### config.mk
export PLATFORM = sky130hd
export DESIGN_NAME = assist_led_drv
export DESIGN_NICKNAME = d
export VERILOG_FILES = /design/src/rtl/ebike_led_pkg.sv /design/src/rtl/assist_led_drv_phase_timer.sv /design/src/rtl/assist_led_drv.sv
export SDC_FILE = /design/constraint.sdc
export NUM_CORES = 1
export LEC_CHECK = 0
export ABC_CLOCK_PERIOD_IN_PS = 3600
export BUFFER_PORTS_ARGS = -buffer_cell sky130_fd_sc_hd__buf_4
export CORE_MARGIN = 5
export CORE_UTILIZATION = 61
export DETAILED_ROUTE_END_ITERATION = 7
export PLACE_DENSITY = 0.9
export SLEW_MARGIN = 20
export SYNTH_ARGS = -nofsm -noshare
export SYNTH_HDL_FRONTEND = slang
export SYNTH_SLANG_ARGS = --single-unit
export TNS_END_PERCENT = 10
### constraint.sdc
create_clock -name clk -period 3.6 [get_ports clk]
set_input_delay 0.36 -clock clk [delete_from_list [all_inputs] [get_ports clk]]
set_output_delay 0.36 -clock clk [all_outputs]
set_load 0.05 [all_outputs]
### src/rtl/ebike_led_pkg.sv
// Shared types and helpers for the assist-level LED driver.
// Holds the blink FSM state type and the thermometer encoder for the level bar.
package ebike_led_pkg;

   // Blink pattern sequencer states
   typedef enum logic [1:0] {
      IDLE = 2'd0,
      ON   = 2'd1,
      OFF  = 2'd2
   } blink_state_t;

   // Map a 2-bit assist setting onto a 3-LED thermometer bar
   function automatic logic [2:0] therm3(input logic [1:0] level);
      logic [2:0] code;
      case (level)
         2'b00:   code = 3'b000;
         2'b01:   code = 3'b001;
         2'b10:   code = 3'b011;
         default: code = 3'b111;
      endcase
      return code;
   endfunction

endpackage

### src/rtl/assist_led_drv_phase_timer.sv
// phase_timer: counts the cycles of one blink ON or OFF phase.
// Counts 0..BLINK_TICKS-1 while enabled and wraps to 0 by itself, so the
// sequencer only has to clear it when a pattern (re)starts or aborts.
module phase_timer #(
   parameter int BLINK_TICKS = 25_000_000
) (
   input  logic clk,
   input  logic rst_n,
   input  logic clr,
   input  logic en,
   output logic done
);

   localparam int CW = (BLINK_TICKS > 2) ? $clog2(BLINK_TICKS) : 1;
   localparam logic [CW-1:0] LAST = CW'(BLINK_TICKS - 1);

   logic [CW-1:0] cnt_reg;
   logic          at_last;

   assign at_last = (cnt_reg == LAST);
   // A clear in the same cycle wins, so a restart never sees a stale expiry
   assign done    = en && at_last && !clr;

   // Phase tick counter: clear on request, wrap at the end of each phase
   always_ff @(posedge clk or negedge rst_n) begin
      if (!rst_n) begin
         cnt_reg <= '0;
      end else if (clr) begin
         cnt_reg <= '0;
      end else if (en) begin
         if (at_last) begin
            cnt_reg <= '0;
         end else begin
            cnt_reg <= cnt_reg + 1'b1;
         end
      end
   end

endmodule

### src/rtl/assist_led_drv.sv
// assist_led_drv: thermometer level bar plus a change indicator that blinks
// N times (N = new setting) whenever the assist setting changes.
// Optional bar dimming is enabled by defining LED_PWM_EN.
module assist_led_drv
   import ebike_led_pkg::*;
#(
   parameter int BLINK_TICKS = 25_000_000,
   parameter int PWM_DUTY    = 128
) (
   input  logic       clk,
   input  logic       rst_n,
   input  logic [1:0] setting,
   output logic [2:0] led_lvl,
   output logic       led_blink,
   output logic       busy
);

   // Elaboration-time parameter sanity
   if (BLINK_TICKS < 2) begin : g_bad_ticks
      $error("BLINK_TICKS must be at least 2");
   end
   if ((PWM_DUTY < 0) || (PWM_DUTY > 255)) begin : g_bad_duty
      $error("PWM_DUTY must be in 0..255");
   end

   logic [1:0]   setting_q_reg;
   logic         chg;
   blink_state_t state_reg, state_next;
   logic [1:0]   blinks_reg, blinks_next;
   logic [1:0]   blinks_dec;
   logic         led_blink_reg, busy_reg;
   logic         timer_clr, timer_en, timer_done;
   logic [2:0]   therm;
   logic         pwm_on;

   assign chg        = (setting != setting_q_reg);
   assign blinks_dec = blinks_reg - 2'd1;
   assign timer_en   = (state_reg != IDLE);

   phase_timer #(
      .BLINK_TICKS(BLINK_TICKS)
   ) u_phase_timer (
      .clk  (clk),
      .rst_n(rst_n),
      .clr  (timer_clr),
      .en   (timer_en),
      .done (timer_done)
   );

   // Accept the setting every cycle; chg is the difference against last cycle
   always_ff @(posedge clk or negedge rst_n) begin
      if (!rst_n) begin
         setting_q_reg <= 2'b00;
      end else begin
         setting_q_reg <= setting;
      end
   end

   // Next-state logic: a change overrides everything, including a final OFF expiry
   always_comb begin
      state_next  = state_reg;
      blinks_next = blinks_reg;
      timer_clr   = 1'b0;
      if (chg) begin
         timer_clr = 1'b1;
         if (setting != 2'b00) begin
            state_next  = ON;
            blinks_next = setting;
         end else begin
            state_next  = IDLE;
            blinks_next = 2'd0;
         end
      end else begin
         case (state_reg)
            ON: begin
               if (timer_done) begin
                  state_next = OFF;
               end
            end
            OFF: begin
               if (timer_done) begin
                  blinks_next = blinks_dec;
                  state_next  = (blinks_dec == 2'd0) ? IDLE : ON;
               end
            end
            default: begin
               state_next = IDLE;
            end
         endcase
      end
   end

   // State register; outputs are registered from the next state so they
   // track the state they describe without a combinational path to the pins
   always_ff @(posedge clk or negedge rst_n) begin
      if (!rst_n) begin
         state_reg     <= IDLE;
         blinks_reg    <= 2'd0;
         led_blink_reg <= 1'b0;
         busy_reg      <= 1'b0;
      end else begin
         state_reg     <= state_next;
         blinks_reg    <= blinks_next;
         led_blink_reg <= (state_next == ON);
         busy_reg      <= (state_next != IDLE);
      end
   end

   assign led_blink = led_blink_reg;
   assign busy      = busy_reg;
   assign therm     = therm3(setting_q_reg);

`ifdef LED_PWM_EN
   logic [7:0] pwm_cnt_reg;

   // Free-running PWM counter that sets the bar brightness period
   always_ff @(posedge clk or negedge rst_n) begin
      if (!rst_n) begin
         pwm_cnt_reg <= 8'd0;
      end else begin
         pwm_cnt_reg <= pwm_cnt_reg + 8'd1;
      end
   end

   assign pwm_on = (pwm_cnt_reg < 8'(PWM_DUTY));
`else
   assign pwm_on = 1'b1;
`endif

   // Gate each bar LED with the brightness enable
   for (genvar gi = 0; gi < 3; gi++) begin : g_bar
      assign led_lvl[gi] = therm[gi] & pwm_on;
   end

endmodule

==> run_results.csv <==
group,metric,value,unit
critical_path,endpoint_kind,"register",
synth,synth.most_common_cell,"dfrtp_1",
timing,hold_viol,0,
synth,yosysTopAreaCellShare,45.6,%
synth,yosys.area_share.simple,27.9,%
timing,max_freq,0.405,GHz
pwr,power_density,357,nW/um^2
die,core_area,2810,um^2
pwr,power_leakage,0.787,nW
die,die_x,64.5,um
die,die_area,4160,um^2
synth,synth_xor_area_share,8.71,%
clock_tree,clkTransAtPathRegs,100,ps
cells_and_area,fill_cells,212,
synth,synth-seq-cells,33,
global_route,grt_max_degree,34,
placed_design,dp_hpwl,2760,um
die,io_pins,9,
timing,post-route-period-util,68.6,%
route,num_vias,1529,
synth,synth_flop_cell,"dfrtp_1",
timing,rsz0062_at_grt,"false",
route,wl_per_cell,17.0,um
cells_and_area,diodes,0,
critical_path,crit_path_top_delay_cell,"o21ai_1",
timing,clock_skew,10.1,ps
critical_path,rrSetupSlack,1130,ps
clock_tree,cts_buffers,5,
synth,synthTopCellsByArea,"dfrtp_1 (46%), xor2_1 (6.3%), nor2_1 (4.8%)",
placed_design,place.gp.congestion,0.854,
clock_tree,cts-htree-levels,2,
synth,synth_adder_area_share,3.46,%
global_route,grt_use_total,21.4,%
critical_path,critPathRequiredTime,3830,ps
timing,whs,148,ps
die,start_util,64.5,%
global_route,antenna_found_initial,0,
pwr,ir_drop,294,uV
synth,syn_inst,195,
timing,slew_headroom,42.5,%
cells_and_area,drive_gt1_share,12.1,%
die,die_y,64.5,um
clock_tree,cts_buffer_depth,2,
critical_path,cp_slowest_stage_delay,710,ps
critical_path,r2r-start,"u_phase_timer.cnt_reg[0]",
timing,finalSetupViolCount,0,
timing,worst_pin_slew,857,ps
synth,synth_top_family_by_area,"simple AND/OR/NAND/NOR gates",
critical_path,cp.arrival,2700,ps
critical_path,crit_type,"register to register",
synth,synthTopCellsByCount,"dfrtp_1 (33), nor2_1 (23), nand2_1 (21)",
run_status,status,"completed",
synth,synth_area_per_cell,9.28,um^2
cells_and_area,nNetsFinal,216,
synth,synth_seq_area_share,45.6,%
route,drt_first_pass_iters,5,
route,via_per_inst,6.42,
synth,syn_area,1810,um^2
cells_and_area,largest_reg_flops,25,
die,fp-row-count,19,
critical_path,crit_start,"u_phase_timer.cnt_reg[0]",
cells_and_area,final_cells,238,
global_route,grt_pass1_wl,6830,um
route,wl,4040,um
synth,synth-compound-area-share,10.6,%
run,cap_violations,0,
synth,synth_top_area_cell,"dfrtp_1",
synth,yosysUniqueCellTypes,40,
synth,syn_nets,204,
synth,synth.area.mux_share,0.553,%
critical_path,crit_chain,"ha_1 > nand2_1 > or4b_4 > o21ai_1 > a21oi_1 > a21o_1",
critical_path,worst_setup_path_start_kind,"register",
clock_tree,root_buffer,"clkbuf_4",
min_path,hold_start,"setting[1]",
route,drtIter0Drc,122,
critical_path,crit_fanout,11,
global_route,grt.overflow.total,0,
synth,synthArstFlopShare,100,%
min_path,hold_path_class,"input pin to register",
clock_tree,clock-sinks,33,
route,ant_nets,0,
route,remaining_drc_errors,0,
cells_and_area,area_growth,8.37,%
synth,synth-edff-count,0,
timing,slew_violations,0,
synth,synth_warnings,0,
placed_design,post-place-cells,230,
timing,fin_crit,2470,ps
global_route,grt_pass1_vias,1426,
clock_tree,cts_tree,"built",
clock_tree,clock_latency,340,ps
placed_design,port_buffers,8,
timing,setup_tns,0,ps
final cells by class:
type | count | area, um^2 | share of cell area [%]
multi-input cells | 148 | 926 | 47.2
clock buffers | 7 | 55.1 | 2.81
flip-flops and latches | 33 | 826 | 42.1
repair buffers | 11 | 85.1 | 4.34
inverters | 8 | 30.0 | 1.53
well taps | 31 | 38.8 | 1.98
cell usage in the layout (no fill, tap or decap), types with 3 or more instances in the layout:
cell	n
dfrtp_1	33
nor2_1	23
nand2_1	21
nand3_1	15
xor2_1	13
buf_4	10
nand4_1	9
inv_1	8
a21oi_1	7
o21ai_0	6
xnor2_1	5
ha_1	5
clkbuf_4	5
nand4b_1	3
nand2b_1	3
nor3_1	3
o31ai_1	3
or3_1	3
logic make-up after synthesis:
| family | Yosys count |
|---|---|
| AOI/OAI and AO/OA | 28 |
| xor gates and xnor gates | 18 |
| adders and majority gates | 5 |
| buffers and inverters | 14 |
| DFF | 33 |
| muxes | 1 |
| and+or+nand+nor | 96 |
path summary, 6_finish.rpt:
path                            cells past startpoint                  endpoint
max in group asynchronous                           2  u_phase_timer.cnt_reg[7]
worst min-delay path                                1          setting_q_reg[1]
min in group asynchronous                           2                 led_blink
worst max-delay path                                6  u_phase_timer.cnt_reg[8]
worst max register to register                      6  u_phase_timer.cnt_reg[8]
worst min register to register                      2  u_phase_timer.cnt_reg[1]
report_power, final:
group          switching, W  internal, W  total (W)
clock network      0.000124    0.0000921   0.000216
registers        0.00000853     0.000381   0.000390
logic             0.0000641    0.0000306  0.0000947
metrics by stage:
step                total power (W)  utilization [%]  cell area (um^2)  setup WS (ps)
floorplan                  0.000457                -              1810           1650
global placement           0.000483             67.6              1900           1330
detailed placement         0.000489             67.6              1900           1190
CTS                        0.000699             69.9              1960           1180
global route               0.000729             69.9              1960            956
finish                     0.000701             69.9              1960           1130
critical path, delay by kind of cell, from the launching register on:
family | cells | cell delay, ps
and+or+nand+nor | 2 | 650
AOI/OAI and AO/OA | 3 | 1080
adders and majority gates | 1 | 230
DFF | 1 | 420
repair_timing:
item | 4_1_cts | 5_1_grt
endpoints found under the setup margin | 0 | 0
resized for setup | 0 | 0
endpoints found under the hold margin | 33 | 0
hold buffers | 1 | 0
setup buffers | 0 | 0
routing by layer:
layer | share of wire (%) | vias to the layer above | track usage, %
met5 | 0 | - | 0
met4 | 2.0 | 0 | 7.39
met3 | 7.9 | 14 | 5.70
met2 | 49 | 89 | 35.4
met1 | 41 | 719 | 27.4
li1 | - | 707 | -
Note: power is estimated with default switching activity, not from simulation.
